$ cat src/rtl/jx2_agu_addr_pipe.sv
// jx2_agu_addr_pipe: two-stage load/store address generator (scaled index + displacement,
// then 48-bit carry-select base add) with wrap flag and natural-alignment fault check.
module jx2_agu_addr_pipe #(
    parameter int ADDR_BITS = 48,
    parameter int DISP_BITS = 33
) (
    input  logic                 clock,
    input  logic                 reset,
    input  logic                 exHold,
    input  logic                 exFlush,
    input  logic                 opValid,
    input  logic [63:0]          opBase,
    input  logic [63:0]          opIndex,
    input  logic [DISP_BITS-1:0] opDisp,
    input  logic [1:0]           opScale,
    input  logic [1:0]           opSize,
    input  logic                 opStrict,
    input  logic [5:0]           opTag,
    output logic                 outValid,
    output logic [63:0]          outAddr,
    output logic [1:0]           outSize,
    output logic [5:0]           outTag,
    output logic                 outMisal,
    output logic                 outFault,
    output logic                 outWrap
);
    localparam int SEG  = 16;
    localparam int NSEG = ADDR_BITS / SEG;

    logic                 s1_valid_q, s1_valid_d;
    logic [63:0]          s1_idx_q, s1_idx_d;
    logic [ADDR_BITS-1:0] s1_base_q, s1_base_d;
    logic [1:0]           s1_size_q, s1_size_d;
    logic                 s1_strict_q, s1_strict_d;
    logic [5:0]           s1_tag_q, s1_tag_d;
    logic                 out_valid_q, out_valid_d;
    logic [ADDR_BITS-1:0] out_addr_q, out_addr_d;
    logic [1:0]           out_size_q, out_size_d;
    logic [5:0]           out_tag_q, out_tag_d;
    logic                 out_misal_q, out_misal_d;
    logic                 out_fault_q, out_fault_d;
    logic                 out_wrap_q, out_wrap_d;
    logic                 carry;
    logic [SEG:0]         seg_c0, seg_c1;
    logic [ADDR_BITS-1:0] sum;

    always_comb begin
        s1_valid_d  = opValid & ~exFlush;
        s1_idx_d    = (opIndex << opScale) + {{(64-DISP_BITS){opDisp[DISP_BITS-1]}}, opDisp};
        s1_base_d   = opBase[ADDR_BITS-1:0];
        s1_size_d   = opSize;
        s1_strict_d = opStrict;
        s1_tag_d    = opTag;
    end

    // Each segment precomputes both carry-in results; the lower segment's carry picks one.
    always_comb begin
        carry  = 1'b0;
        sum    = '0;
        seg_c0 = '0;
        seg_c1 = '0;
        for (int i = 0; i < NSEG; i++) begin
            seg_c0 = {1'b0, s1_base_q[i*SEG +: SEG]} + {1'b0, s1_idx_q[i*SEG +: SEG]};
            seg_c1 = {1'b0, s1_base_q[i*SEG +: SEG]} + {1'b0, s1_idx_q[i*SEG +: SEG]} + (SEG+1)'(1);
            {carry, sum[i*SEG +: SEG]} = carry ? seg_c1 : seg_c0;
        end
    end

    always_comb begin
        out_valid_d = s1_valid_q & ~exFlush;
        out_addr_d  = sum;
        out_wrap_d  = carry;
        out_size_d  = s1_size_q;
        out_tag_d   = s1_tag_q;
        out_misal_d = (s1_size_q == 2'd0) ? 1'b0 :
                      (s1_size_q == 2'd1) ? sum[0] :
                      (s1_size_q == 2'd2) ? |sum[1:0] : |sum[2:0];
        out_fault_d = out_misal_d & s1_strict_q & s1_valid_q & ~exFlush;
    end

    always_ff @(posedge clock) begin
        if (!reset) begin
            s1_valid_q  <= 1'b0;
            s1_idx_q    <= '0;
            s1_base_q   <= '0;
            s1_size_q   <= '0;
            s1_strict_q <= 1'b0;
            s1_tag_q    <= '0;
            out_valid_q <= 1'b0;
            out_addr_q  <= '0;
            out_size_q  <= '0;
            out_tag_q   <= '0;
            out_misal_q <= 1'b0;
            out_fault_q <= 1'b0;
            out_wrap_q  <= 1'b0;
        end else if (!exHold) begin
            s1_valid_q  <= s1_valid_d;
            s1_idx_q    <= s1_idx_d;
            s1_base_q   <= s1_base_d;
            s1_size_q   <= s1_size_d;
            s1_strict_q <= s1_strict_d;
            s1_tag_q    <= s1_tag_d;
            out_valid_q <= out_valid_d;
            out_addr_q  <= out_addr_d;
            out_size_q  <= out_size_d;
            out_tag_q   <= out_tag_d;
            out_misal_q <= out_misal_d;
            out_fault_q <= out_fault_d;
            out_wrap_q  <= out_wrap_d;
        end
    end

    assign outValid = out_valid_q;
    assign outAddr  = {{(64-ADDR_BITS){1'b0}}, out_addr_q};
    assign outSize  = out_size_q;
    assign outTag   = out_tag_q;
    assign outMisal = out_misal_q;
    assign outFault = out_fault_q;
    assign outWrap  = out_wrap_q;
endmodule

$ cat config.mk
export PLATFORM = sky130hd
export DESIGN_NAME = jx2_agu_addr_pipe
export DESIGN_NICKNAME = d
export VERILOG_FILES = /design/src/rtl/jx2_agu_addr_pipe.sv
export SDC_FILE = /design/constraint.sdc
export NUM_CORES = 1
export LEC_CHECK = 0
export CELL_PAD_IN_SITES_DETAIL_PLACEMENT = 1
export CELL_PAD_IN_SITES_GLOBAL_PLACEMENT = 1
export CORE_MARGIN = 10
export CORE_UTILIZATION = 40
export DETAILED_ROUTE_END_ITERATION = 12
export PLACE_DENSITY = 0.8
export SYNTH_ARGS = -nofsm -noshare
export SYNTH_HDL_FRONTEND = slang
export SYNTH_SLANG_ARGS = --single-unit
$ cat constraint.sdc
create_clock -name clock -period 5.6 [get_ports clock]
set_input_delay 0.56 -clock clock [delete_from_list [all_inputs] [get_ports clock]]
set_output_delay 0.56 -clock clock [all_outputs]
set_load 0.005 [all_outputs]
**Word level (Yosys, flattened, before mapping)**

Cells that the tools add are included.

- Register bits: 166
- Input bits: 177
- Output and inout bits: 76
- Word-level logic and storage cells: 36

- Add/subtract/negate cells: 6
- Eq/ne operators: 2
- Shift-type cells: 1
- Muxes and demuxes: 5
- Bitwise logic cells: 6
- Reduce and logical (&&, ||, !) cells: 3

Operators by type and width:

| operator | count |
|---|---|
| $shl 64x2->48 | 1 |
| $add 16x16->17 | 3 |
| $add 48x48->48 | 1 |
| $add 17x1->17 const B | 2 |
| $mux 17 | 2 |
| $and 1x1->1 | 5 |
| $mux 1 | 3 |
| $reduce_or 3->1 | 1 |
| $eq 2x1->1 const B | 1 |
| $eq 2x2->1 const B | 1 |
| $logic_not 2->1 | 1 |
| $reduce_or 2->1 | 1 |
| $not 1->1 | 1 |

**Depth between registers and ports, before layout**

- Word-level depth: 8
- Mapped depth: 15
- Depth with buffers taken out: 14

**Worst setup path after synthesis**

Ideal clock, no wire load.

- Kind: input -> register
- Start point: input port opScale[0]
- End point: register s1_idx_q[47]
- Setup time: 0.120 ns
- Arrival time: 4.342 ns
- Required time: 5.480 ns
- Slack: 1.139 ns
- Stages on the path: 14
- Path buffers: 2
- Path through: clkbuf_1 > clkbuf_1 > mux4_2 > ha_1 > a21o_1 > and4_1 > a2111o_1 > a221o_1 > o2111ai_1 > a211oi_1 > or2_2 > a21oi_1 > nor4bb_1 > o31a_1

- Longest elaborated chain between the ends: 2

RTL lines:

| element | RTL line | source |
|---|---|---|
| from (decl) | 15 | `input logic [1:0] opScale,` |
| $shl 64x2->48 | 49 | `s1_idx_d = (opIndex << opScale) + {{(64-DISP_BITS){opDisp[DISP_BITS-1]}}, opDisp};` |
| $add 48x48->48 | 49 |  |
| to (signal assigned) | 98 | `s1_idx_q <= s1_idx_d;` |
| to (decl) | 31 | `logic [63:0] s1_idx_q, s1_idx_d;` |

Every way passes these cells.
A chain may end at the register's enable or synchronous reset.

**Final worst setup path**

- Start point: register s1_idx_q[16]
- End point: register out_addr_q[39]

- Longest elaborated chain between the ends: 4

RTL lines:

| element | RTL line | source |
|---|---|---|
| $add 16x16->17 (*) | 63, 64 |  |
| $add 17x1->17 | 64 | `seg_c1 = {1'b0, s1_base_q[i*SEG +: SEG]} + {1'b0, s1_idx_q[i*SEG +: SEG]} + (SEG+1)'(1);` |
| $mux 17 (*) (2 in series) | 65 | `{carry, sum[i*SEG +: SEG]} = carry ? seg_c1 : seg_c0;` |
| to (signal assigned) | 104 | `out_addr_q <= out_addr_d;` |
| to (decl) | 37 | `logic [ADDR_BITS-1:0] out_addr_q, out_addr_d;` |

Every way passes the cells marked *; elsewhere a longest branch is shown, timed or not.

==> results.txt <==
----------------------------------------------------
[Outcome]
  Run status ... complete, no violations

[STA]
  Period minus WS final ... 4.657 ns
  Measured slew at the worst slew-check pin ... 0.8538 ns
  Final hold violation count ... 0
  Max-slew headroom ... 42.36%
  Achievable frequency ... 0.2147 GHz
  RSZ-0062 raised after global routing ... false
  Final Max Tran Viols ... 0
  Clock Skew ... 0.01152 ns
  Count of endpoints failing setup in the final report ... 0
  Part of the cycle the worst path needs ... 83.17%
  Sum Neg Setup Slack ... 0 ns

[Clock network]
  TritonCTS Buffers ... 17
  Maximum level of the CTS H-tree ... 4
  Cts hold-fix bufs ... 0
  Clock sinks ... 166
  Post-CTS Repair Setup Buffers ... 0
  CTS root buf ... sky130_fd_sc_hd__clkbuf_16
  Clock-pin transition on the worst setup and hold timing paths ... 0.07 ns
  Source-to-sink clock delay at the later pin of the worst-skew pair ... 0.44 ns
  CTS tree ... yes
  Post-CTS resize count ... 0
  Max Buffers Root-to-Sink ... 2

[Critical path]
  Setup slack on the worst flop-to-flop path ... 0.94 ns
  Family of cells with the greatest summed delay on the critical path ... compound AO/OA/AOI/OAI gates
  Worst R2R End ... out_addr_q[39]
  R2r worst-path depth ... 13
  Worst-path maximum fanout ... 13
  Worst Path Arrival ... 4.99 ns
  Critical path class ... reg2reg
  Slowest CP cell ... sky130_fd_sc_hd__o311ai_0
  CP Data Required Time ... 5.93 ns
  Endpoint of the most critical setup path ... out_addr_q[39]
  Endpoint class of the critical path ... flip-flop
  Number of cells on the critical path ... 13
  Largest stage delay on the critical path ... 0.69 ns
  Cell breakdown of the critical path ... ha_1 -> inv_1 -> fa_1 -> nand2b_1 -> a21oi_1 -> o22ai_1 -> o21a_1 -> o311ai_0 -> nor4b_1 -> nand4_1 -> nand2_1 -> a31oi_1 -> o311a_1
  Crit. Startpoint ... s1_idx_q[16]
  Kind of start point of the critical path ... flip-flop
  Critical path buffer and inverter count ... 1
  Beginning of the worst register-to-register path ... s1_idx_q[16]

[Yosys]
  Top cells by count, synth ... sky130_fd_sc_hd__dfxtp_1, sky130_fd_sc_hd__nand2_1, sky130_fd_sc_hd__o21ai_0
  Sequential cell area fraction in the yosys report ... 25.50%
  Cell accounting for the most synthesized area ... sky130_fd_sc_hd__dfxtp_1
  Total standard cell area after synthesis ... 13,030 um^2
  Avg Synthesized Cell Area ... 8.563 um^2
  Ranking of synthesized cells by area ... sky130_fd_sc_hd__dfxtp_1, sky130_fd_sc_hd__ha_1, sky130_fd_sc_hd__mux4_2
  Count of distinct cell types in the synthesized netlist ... 78
  Syn Inst Count ... 1,522
  Share of Yosys cell area claimed by the top area cell type ... 25.50%
  Fraction of registers with async set/reset ... 0%
  #FFs+latches synth ... 166
  Synthesis Warnings ... 0
  EDFF count, synth ... 0
  Synth Flop Type ... sky130_fd_sc_hd__dfxtp_1
  Most frequent cell after synthesis ... sky130_fd_sc_hd__dfxtp_1

[Min path]
  Worst hold path type ... reg2reg

[Placed design]
  DPL Wire Length ... 32,360 um
  Count of buffers inserted at the top-level ports ... 204
  Cell count after placement ... 2,108
  Last weighted congestion value of the routability-driven placer ... 0.8624

[Detailed routing]
  Wire length after detailed routing ... 40,520 um
  Remaining antenna violation count ... 0
  Count of TritonRoute iterations in the first routing pass ... 7
  Average routed wire per standard cell ... 18.92 um
  Drt initial violations ... 487
  DR vias/cell ... 5.536
  Total DRC errors in the routed layout ... 0
  Via count of the routed design ... 11,850

[Floorplan]
  Count of pins on the block boundary ... 253
  Starting utilization of the core area ... 40.26%
  Area of the die ... 40,200 um^2
  Height of the die ... 200.5 um
  Core Box Area ... 32,370 um^2
  Die boundary width ... 200.5 um
  Row cnt ... 66

[Finish]
  Proportion of layout cells with a drive suffix above 1 ... 6.419%
  Syn-to-layout area delta ... 22.32%
  Non-Filler Instances ... 2,141
  Finished Core Util ... 49.25%
  Number of nets in the final layout ... 1,963

[Global route]
  Global-route layer with the greatest usage ... met2
  Pin count of the biggest net entering global routing ... 84
  Global-route wire length before repair ... 65,420 um
  Overall fraction of global-route tracks in use ... 19.52%
  Routing usage on met1 ... 26.57%
  Vias in the first global route ... 12,240
  GRT overflow ... 0
  Initial antenna violation count ... 1
  M3 GR Usage ... 2.872%
  Met2 layer usage reported by global route ... 31.66%

[Pwr]
  Leak pwr ... 6.467 nW
  Peak ir drop on the vdd network ... 0.1331 mV
  Power density over cell area ... 250.3 nW/um^2
  Overall Power ... 3.990 mW

[Job]
  Number of maximum-capacitance violations ... 0

----------------------------------------------------
## placed cells by master (no fill, tap or decap), types with 13 or more instances in the layout
cell type and count:
sky130_fd_sc_hd__nor2b_1 91, sky130_fd_sc_hd__nand4_1 15, sky130_fd_sc_hd__inv_1 38, sky130_fd_sc_hd__ha_1 97, sky130_fd_sc_hd__o21bai_1 13, sky130_fd_sc_hd__o21ai_0 109
sky130_fd_sc_hd__mux4_2 44, sky130_fd_sc_hd__nor2_1 66, sky130_fd_sc_hd__nand3_1 47, sky130_fd_sc_hd__clkbuf_16 17, sky130_fd_sc_hd__o21a_1 15, sky130_fd_sc_hd__xor2_1 42
sky130_fd_sc_hd__nor3_1 32, sky130_fd_sc_hd__nand2_1 142, sky130_fd_sc_hd__a21o_1 35, sky130_fd_sc_hd__and2_1 56, sky130_fd_sc_hd__conb_1 16, sky130_fd_sc_hd__nand2b_1 15
sky130_fd_sc_hd__xnor2_1 41, sky130_fd_sc_hd__a211oi_1 22, sky130_fd_sc_hd__clkdlybuf4s50_1 200, sky130_fd_sc_hd__dfxtp_1 166, sky130_fd_sc_hd__mux2i_1 75, sky130_fd_sc_hd__and3_1 13
sky130_fd_sc_hd__a21oi_1 90
## routing by layer
layer	part of all wire (%)	routed length [um]	vias up
li1	-	-	5883
met1	48	19470	5709
met2	46	18840	226
met3	3.9	1589	35
met4	1.5	617	0
met5	0	0	-
## worst min-delay path, cell delays in order, from the launching register on
cell and delay [ns]:
sky130_fd_sc_hd__dfxtp_1 0.33, sky130_fd_sc_hd__nand2_1 0.05, sky130_fd_sc_hd__o21ai_0 0.05
## report_power, final
part / total, mW / internal (mW) / switching (mW)
combinational: 1.45 / 0.673 / 0.772
sequential: 1.38 / 1.29 / 0.0865
clock: 1.17 / 0.594 / 0.575
total: 3.99 / 2.56 / 1.43
## layout make-up
type | count | area (um^2)
diodes | 1 | 2.502
clock buffers | 17 | 425.4
clock inverters | 15 | 152.6
fillers | 3864 | 16430
inverters | 39 | 146.4
multi-input cells | 1248 | 9240
flip-flops and latches | 166 | 3323
well taps | 442 | 553.0
repair buffers | 213 | 2098
## logic make-up after synthesis
family	Yosys count	share of synthesized area, %
fa+ha+maj	101	9.927
compound gates	396	19.96
xor+xnor	83	5.578
buf+inv	123	4.032
mux	120	13.48
flops	166	25.50
other cells	1	0.02877
simple gates	532	21.50
## through the flow
stage               cell area, um^2  setup WS, ns  hold slack (ns)
finish                        15940        0.9426           0.4671
global route                  15940        0.7269           0.5000
CTS                           15940         1.023           0.4772
detailed placement            15360        0.7272           0.4613
global placement              15360        0.8553           0.4565
floorplan                     13090         1.139           0.4315
## how the worst min path moves through the flow
stage / cells past startpoint / slack, ns / startpoint / to
final: 2 / 0.47 / s1_idx_q[27] / s1_idx_q[27]
after global routing: 1 / 0.50 / out_addr_q[16] / out_addr_q[16]
after CTS: 2 / 0.48 / s1_idx_q[27] / s1_idx_q[27]
after detailed placement: 2 / 0.46 / s1_idx_q[27] / s1_idx_q[27]
after global placement: 2 / 0.46 / s1_idx_q[27] / s1_idx_q[27]
after floorplan: 2 / 0.43 / s1_idx_q[27] / s1_idx_q[27]
## flip-flops by register name, summed over array words and instances, names as in the netlist
| signal | count |
|---|---|
| outFault | 1 |
| out_size_d | 2 |
| outSize | 2 |
| outValid | 1 |
| out_tag_d | 6 |
| out_addr_q | 48 |
| s1_base_q | 48 |
| outMisal | 1 |
| s1_idx_q | 48 |
| s1_strict_q | 1 |
| outTag | 6 |
| outWrap | 1 |
| s1_valid_q | 1 |
(Power assumes the default switching activity.)
